## src/rtl/prog_load_ctrl.sv

```systemverilog
// Program preload / run / state-dump sequencer for the RISC core.
// Loads IM over a valid/ready port, runs the core until HLT or timeout, then streams RF and DM out.
module prog_load_ctrl #(
    parameter int unsigned XLEN        = 32,
    parameter int unsigned IM_AW       = 8,
    parameter int unsigned DM_AW       = 8,
    parameter int unsigned N_DUMP_REGS = 32,
    parameter int unsigned N_DUMP_MEM  = 12,
    parameter int unsigned MAX_CYCLES  = 1000
) (
    input  logic             clk1,
    input  logic             rst,
    input  logic             start,
    input  logic             ld_valid,
    output logic             ld_ready,
    input  logic [XLEN-1:0]  ld_data,
    input  logic             ld_last,
    output logic             im_we,
    output logic [IM_AW-1:0] im_addr,
    output logic [XLEN-1:0]  im_wdata,
    output logic             core_rst_n,
    input  logic             halt,
    output logic [4:0]       dbg_rf_addr,
    input  logic [XLEN-1:0]  dbg_rf_rdata,
    output logic [DM_AW-1:0] dbg_dm_addr,
    input  logic [XLEN-1:0]  dbg_dm_rdata,
    output logic             dump_valid,
    input  logic             dump_ready,
    output logic [XLEN-1:0]  dump_data,
    output logic             dump_sel,
    output logic [7:0]       dump_idx,
    output logic             busy,
    output logic             done,
    output logic             timeout,
    output logic             overflow,
    output logic [31:0]      cycle_count
);

    localparam int unsigned IDXW = (DM_AW > 8) ? DM_AW : 8;
    localparam logic [IM_AW-1:0] IM_LAST = '1;

    typedef enum logic [2:0] {
        S_IDLE, S_LOAD, S_RUN, S_DUMP_RF, S_DUMP_DM, S_DONE
    } state_e;

    state_e           state_q, state_d;
    logic [IM_AW-1:0] ld_addr_q;
    logic [IDXW-1:0]  idx_q;
    logic [31:0]      cycle_q, cycle_d;
    logic             timeout_q, overflow_q;
    logic             ld_ready_q, core_rst_n_q, dump_valid_q, dump_sel_q, busy_q, done_q;
    logic             ld_hs, dump_hs;

    assign ld_hs   = ld_valid & ld_ready_q;
    assign dump_hs = dump_valid_q & dump_ready;
    assign cycle_d = cycle_q + 32'd1;

    always_comb begin
        state_d = state_q;
        case (state_q)
            S_IDLE, S_DONE: if (start) state_d = S_LOAD;
            S_LOAD:    if (ld_hs && (ld_last || ld_addr_q == IM_LAST)) state_d = S_RUN;
            S_RUN:     if (halt || cycle_d == 32'(MAX_CYCLES)) state_d = S_DUMP_RF;
            S_DUMP_RF: if (dump_hs && idx_q == IDXW'(N_DUMP_REGS - 1)) state_d = S_DUMP_DM;
            S_DUMP_DM: if (dump_hs && idx_q == IDXW'(N_DUMP_MEM - 1)) state_d = S_DONE;
            default:   state_d = S_IDLE;
        endcase
    end

    // Output flags are registered from the next state so they line up with state_q.
    always_ff @(posedge clk1 or negedge rst) begin
        if (!rst) begin
            state_q      <= S_IDLE;
            ld_addr_q    <= '0;
            idx_q        <= '0;
            cycle_q      <= '0;
            timeout_q    <= 1'b0;
            overflow_q   <= 1'b0;
            ld_ready_q   <= 1'b0;
            core_rst_n_q <= 1'b0;
            dump_valid_q <= 1'b0;
            dump_sel_q   <= 1'b0;
            busy_q       <= 1'b0;
            done_q       <= 1'b0;
        end else begin
            state_q      <= state_d;
            ld_ready_q   <= (state_d == S_LOAD);
            core_rst_n_q <= (state_d == S_RUN);
            dump_valid_q <= (state_d == S_DUMP_RF) || (state_d == S_DUMP_DM);
            dump_sel_q   <= (state_d == S_DUMP_DM);
            busy_q       <= (state_d != S_IDLE) && (state_d != S_DONE);
            done_q       <= (state_d == S_DONE);

            case (state_q)
                S_IDLE, S_DONE: begin
                    if (start) begin
                        ld_addr_q  <= '0;
                        cycle_q    <= '0;
                        timeout_q  <= 1'b0;
                        overflow_q <= 1'b0;
                    end
                end
                S_LOAD: begin
                    if (ld_hs) begin
                        // The top address is never wrapped back to 0.
                        if (ld_addr_q != IM_LAST) ld_addr_q <= ld_addr_q + IM_AW'(1);
                        else if (!ld_last)        overflow_q <= 1'b1;
                    end
                end
                S_RUN: begin
                    cycle_q <= cycle_d;
                    idx_q   <= '0;
                    if (!halt && cycle_d == 32'(MAX_CYCLES)) timeout_q <= 1'b1;
                end
                S_DUMP_RF: begin
                    if (dump_hs) begin
                        if (idx_q == IDXW'(N_DUMP_REGS - 1)) idx_q <= '0;
                        else                                  idx_q <= idx_q + IDXW'(1);
                    end
                end
                S_DUMP_DM: begin
                    if (dump_hs) idx_q <= idx_q + IDXW'(1);
                end
                default: ;
            endcase
        end
    end

    assign ld_ready    = ld_ready_q;
    assign im_we       = ld_hs;
    assign im_addr     = ld_addr_q;
    assign im_wdata    = ld_data;
    assign core_rst_n  = core_rst_n_q;
    assign dbg_rf_addr = idx_q[4:0];
    assign dbg_dm_addr = idx_q[DM_AW-1:0];
    assign dump_valid  = dump_valid_q;
    assign dump_sel    = dump_sel_q;
    assign dump_idx    = idx_q[7:0];
    assign dump_data   = dump_sel_q ? dbg_dm_rdata : dbg_rf_rdata;
    assign busy        = busy_q;
    assign done        = done_q;
    assign timeout     = timeout_q;
    assign overflow    = overflow_q;
    assign cycle_count = cycle_q;

endmodule

```

## config.mk

```make
export PLATFORM = sky130hd
export DESIGN_NAME = prog_load_ctrl
export DESIGN_NICKNAME = d
export VERILOG_FILES = /design/src/rtl/prog_load_ctrl.sv
export SDC_FILE = /design/constraint.sdc
export NUM_CORES = 1
export LEC_CHECK = 0
export CORE_MARGIN = 8
export CORE_UTILIZATION = 40
export DETAILED_ROUTE_END_ITERATION = 7
export GPL_ROUTABILITY_DRIVEN = 0
export PLACE_DENSITY_LB_ADDON = 0.1
export SLEW_MARGIN = 20
export SYNTH_ARGS = -nofsm -noshare
export SYNTH_HDL_FRONTEND = slang
export SYNTH_SLANG_ARGS = --single-unit
```

## constraint.sdc

```tcl
create_clock -name clk1 -period 6.64 [get_ports clk1]
set_input_delay 1.328 -clock clk1 [delete_from_list [all_inputs] [get_ports clk1]]
set_output_delay 1.328 -clock clk1 [all_outputs]
set_load 0.03 [all_outputs]
```

==> metrics <==
Skew-Pair Late Insertion Delay=340 ps; grt total ovfl=0; Hold/Removal Path Class=register to register; Rel. slew slack=0.352; Synth Area in Compound Gates=0.200; largest net degree at the start of global routing=60; Die X=121 µm; Area contributors post-synth=dfrtp_1 34%, mux2_2 9.0%, buf_4 7.7%; Post-CTS Setup Bufs=0; layout cells sized above 1=0.110; post-DP HPWL=11,400 µm; hold buffers post-CTS=0; I/O pin count=237; Syn Area/Cell=8.37 µm²; antenna-violating nets left=0; gr usage total=0.201; Die ar.=14,500 µm²; CP Max Fanout=1; vias post-DR=4,293; Synthesized Nets=628; antenna violations before repair=0; area delta synth->final=38.7%; critical path class=primary input to primary output; area share of fa/ha/maj cells after synthesis=0.00859; CP peak stage delay=690 ps; DR WL/cell=19.6 µm; Leak Pwr=0.00227 µW; library cells used by synthesis=50; Vias/cell=5.53; Max VDD drop=0.123 mV; EDFF count, synth=0; Critical Path RT=5310 ps; final worst path period need=4020 ps; Final Skew=9.16 ps; core area=10,700 µm²; post-synthesis xor/xnor area fraction=0.0221; Initial Utilization=0.407; cell taking the most area after synthesis=dfrtp_1; Peak Freq=249 MHz; mux cell area share after synthesis=0.0971; Max Root-Sink Buffers=2; Mapped Cells=522; number of global-route vias before repair=4,126; 1st-iter DRT viols=322; Top FF cell, synth=dfrtp_1; Post-synth ARST share=1.00; register area share after synthesis=0.338; cells resized by post-CTS repair=0; Worst setup SP type=primary input; Tcrit/Tclk final=0.605; max-cap violation count=0; Synth Area in Simple Gates=0.218; M1 WL=6200 µm; # H-tree levels=3; routed wl met2=7670 µm; run status=finished clean; CP Capture Type=primary output; critical-path cell list=clkdlybuf4s50_1 > mux2_2 > clkdlybuf4s50_1; #FFs+latches synth=59; RSZ-0062 raised after global routing=no; final hold vios=0; layout net count=737; DRT Pass-1 Iters=7; Clock Sinks=59; count of input and output buffers=172; root buf cell=clkbuf_8; slowest CP cell=clkdlybuf4s50_1; DRC=0; Power Dens Cells=242 nW/µm²; final setup margin=2620 ps; Slew Limit Fails=0; WP data arrival=2690 ps; Die Ht=121 µm; first-pass GRT wire length=23,700 µm; cts bufs inserted=9; metal3 WL=1230 µm; Mapped Area=4370 µm²; CP dominant cell by count=clkdlybuf4s50_1; largest family of logic cells by synthesized area=simple AND/OR/NAND/NOR gates; final core occ=0.564; Total Wirelength=15,200 µm; row count=38; YS warnings=0; Tot Pwr=1470 µW; CTS tree=built; Final Setup Violations=0; DP Worst Slack=2620 ps; Reg clk slew, reported paths=70 ps; Top Layer Used=met4; antenna diode count=0; Slew @ Worst Pin=963 ps; Yosys top cell area share=0.338; Setup TNS=0 ps
-- area by class of cell --
cell class,instances,area [µm²]
Inverter,10,37.5
Clock inverter,4,73.8
Fill cell,1037,4680
Tap cell,140,175
Multi-Input combinational cell,374,2390
Timing Repair Buffer,177,1750
Clock buffer,12,155
Sequential cell,59,1480
-- path summary, 6_finish.rpt --
| kind | startpoint | endpoint | slack, ps | cells after the start |
|---|---|---|---|---|
| worst max register to register | cycle_count[5] | core_rst_n | 2920 | 7 |
| worst min register to register | overflow | overflow | 510 | 1 |
| worst min-delay path | overflow | overflow | 510 | 1 |
| max in group asynchronous | rst | dump_sel | 4960 | 2 |
| worst max-delay path | dbg_rf_rdata[18] | dump_data[18] | 2620 | 3 |
| min in group asynchronous | rst | im_addr[3] | 1140 | 2 |
-- worst max-delay path: cells and delay by family --
kind | cells | cell delay, ps
buffers and inverters | 2 | 1200
muxes | 1 | 160
-- metal layers --
layer | up-vias | track usage
li1 | 2080 | -
met2 | 153 | 0.329
met4 | 0 | 0.0375
met1 | 2050 | 0.251
met3 | 10 | 0.0704
met5 | - | 0
-- layout by cell type (no fill, tap or decap), types with 2 or more instances in the layout --
cell | Yosys | layout
dfrtp_1 | 59 | 58
and3_1 | 8 | 8
xor2_1 | 6 | 6
inv_1 | 10 | 10
nand2b_1 | 6 | 6
and2_0 | 3 | 3
a21boi_0 | 3 | 3
or2_2 | 5 | 5
a311oi_1 | 4 | 4
o31ai_1 | 17 | 17
and2_1 | 3 | 3
nor4_1 | 6 | 6
or3_1 | 3 | 3
nor3_1 | 9 | 9
a31oi_1 | 16 | 16
nand2_1 | 34 | 34
a211oi_1 | 3 | 3
clkbuf_8 | 0 | 11
or4_4 | 2 | 2
nor2b_1 | 6 | 6
xnor2_1 | 5 | 5
nand4_1 | 15 | 15
o22ai_1 | 3 | 3
nor4b_1 | 3 | 2
and4_1 | 4 | 4
a21oi_1 | 22 | 22
mux2i_1 | 3 | 3
nor2_1 | 41 | 41
o21ai_0 | 59 | 59
clkdlybuf4s50_1 | 0 | 171
o41ai_1 | 6 | 6
buf_4 | 45 | 5
ha_1 | 3 | 3
nand3_1 | 28 | 28
bufinv_16 | 0 | 2
mux2_2 | 35 | 35
-- cells by family (layout without fill, tap and decap cells) --
logic type                 count (synthesis)  in the layout
xor gates and xnor gates                  11             11
AOI/OAI and AO/OA                        140            140
and+or+nand+nor                          182            182
buffers and inverters                     89            203
adders and majority gates                  3              3
muxes                                     38             38
DFF                                       59             59
-- sequential cells by signal, indices dropped and copies added, names as in the netlist --
name and flops:
busy 1, timeout 1, im_addr 8, overflow 1
done 1, core_rst_n 1, state_q 3, dump_sel 1
cycle_count 32, dbg_dm_addr 8, ld_ready 1, dump_valid 1
-- through the flow --
step                instance area, µm²  hold slack [ps]  instances
floorplan                         4370              655        522
detailed placement                5830              499        760
global placement                  5830              476        760
finish                            6060              511        776
global route                      6060              532        776
CTS                               6060              515        776
-- power breakdown --
part / leakage [µW] / total [µW] / internal [µW] / switching (µW)
Clock: 0.000117 / 382 / 232 / 150
Sequential: 0.000800 / 472 / 400 / 71.6
Combinational: 0.00135 / 613 / 236 / 377
-- cell usage after synthesis, types with 6 or more instances --
cell type	number
mux2_2	35
inv_1	10
dfrtp_1	59
clkbuf_1	22
a21oi_1	22
a31oi_1	16
nor2_1	41
nand2_1	34
o21ai_0	59
nand3_1	28
and3_1	8
nand2b_1	6
nor4_1	6
o41ai_1	6
o31ai_1	17
xor2_1	6
buf_4	45
nor2b_1	6
nor3_1	9
nand4_1	15
Note: power is estimated with default switching activity, not from simulation.
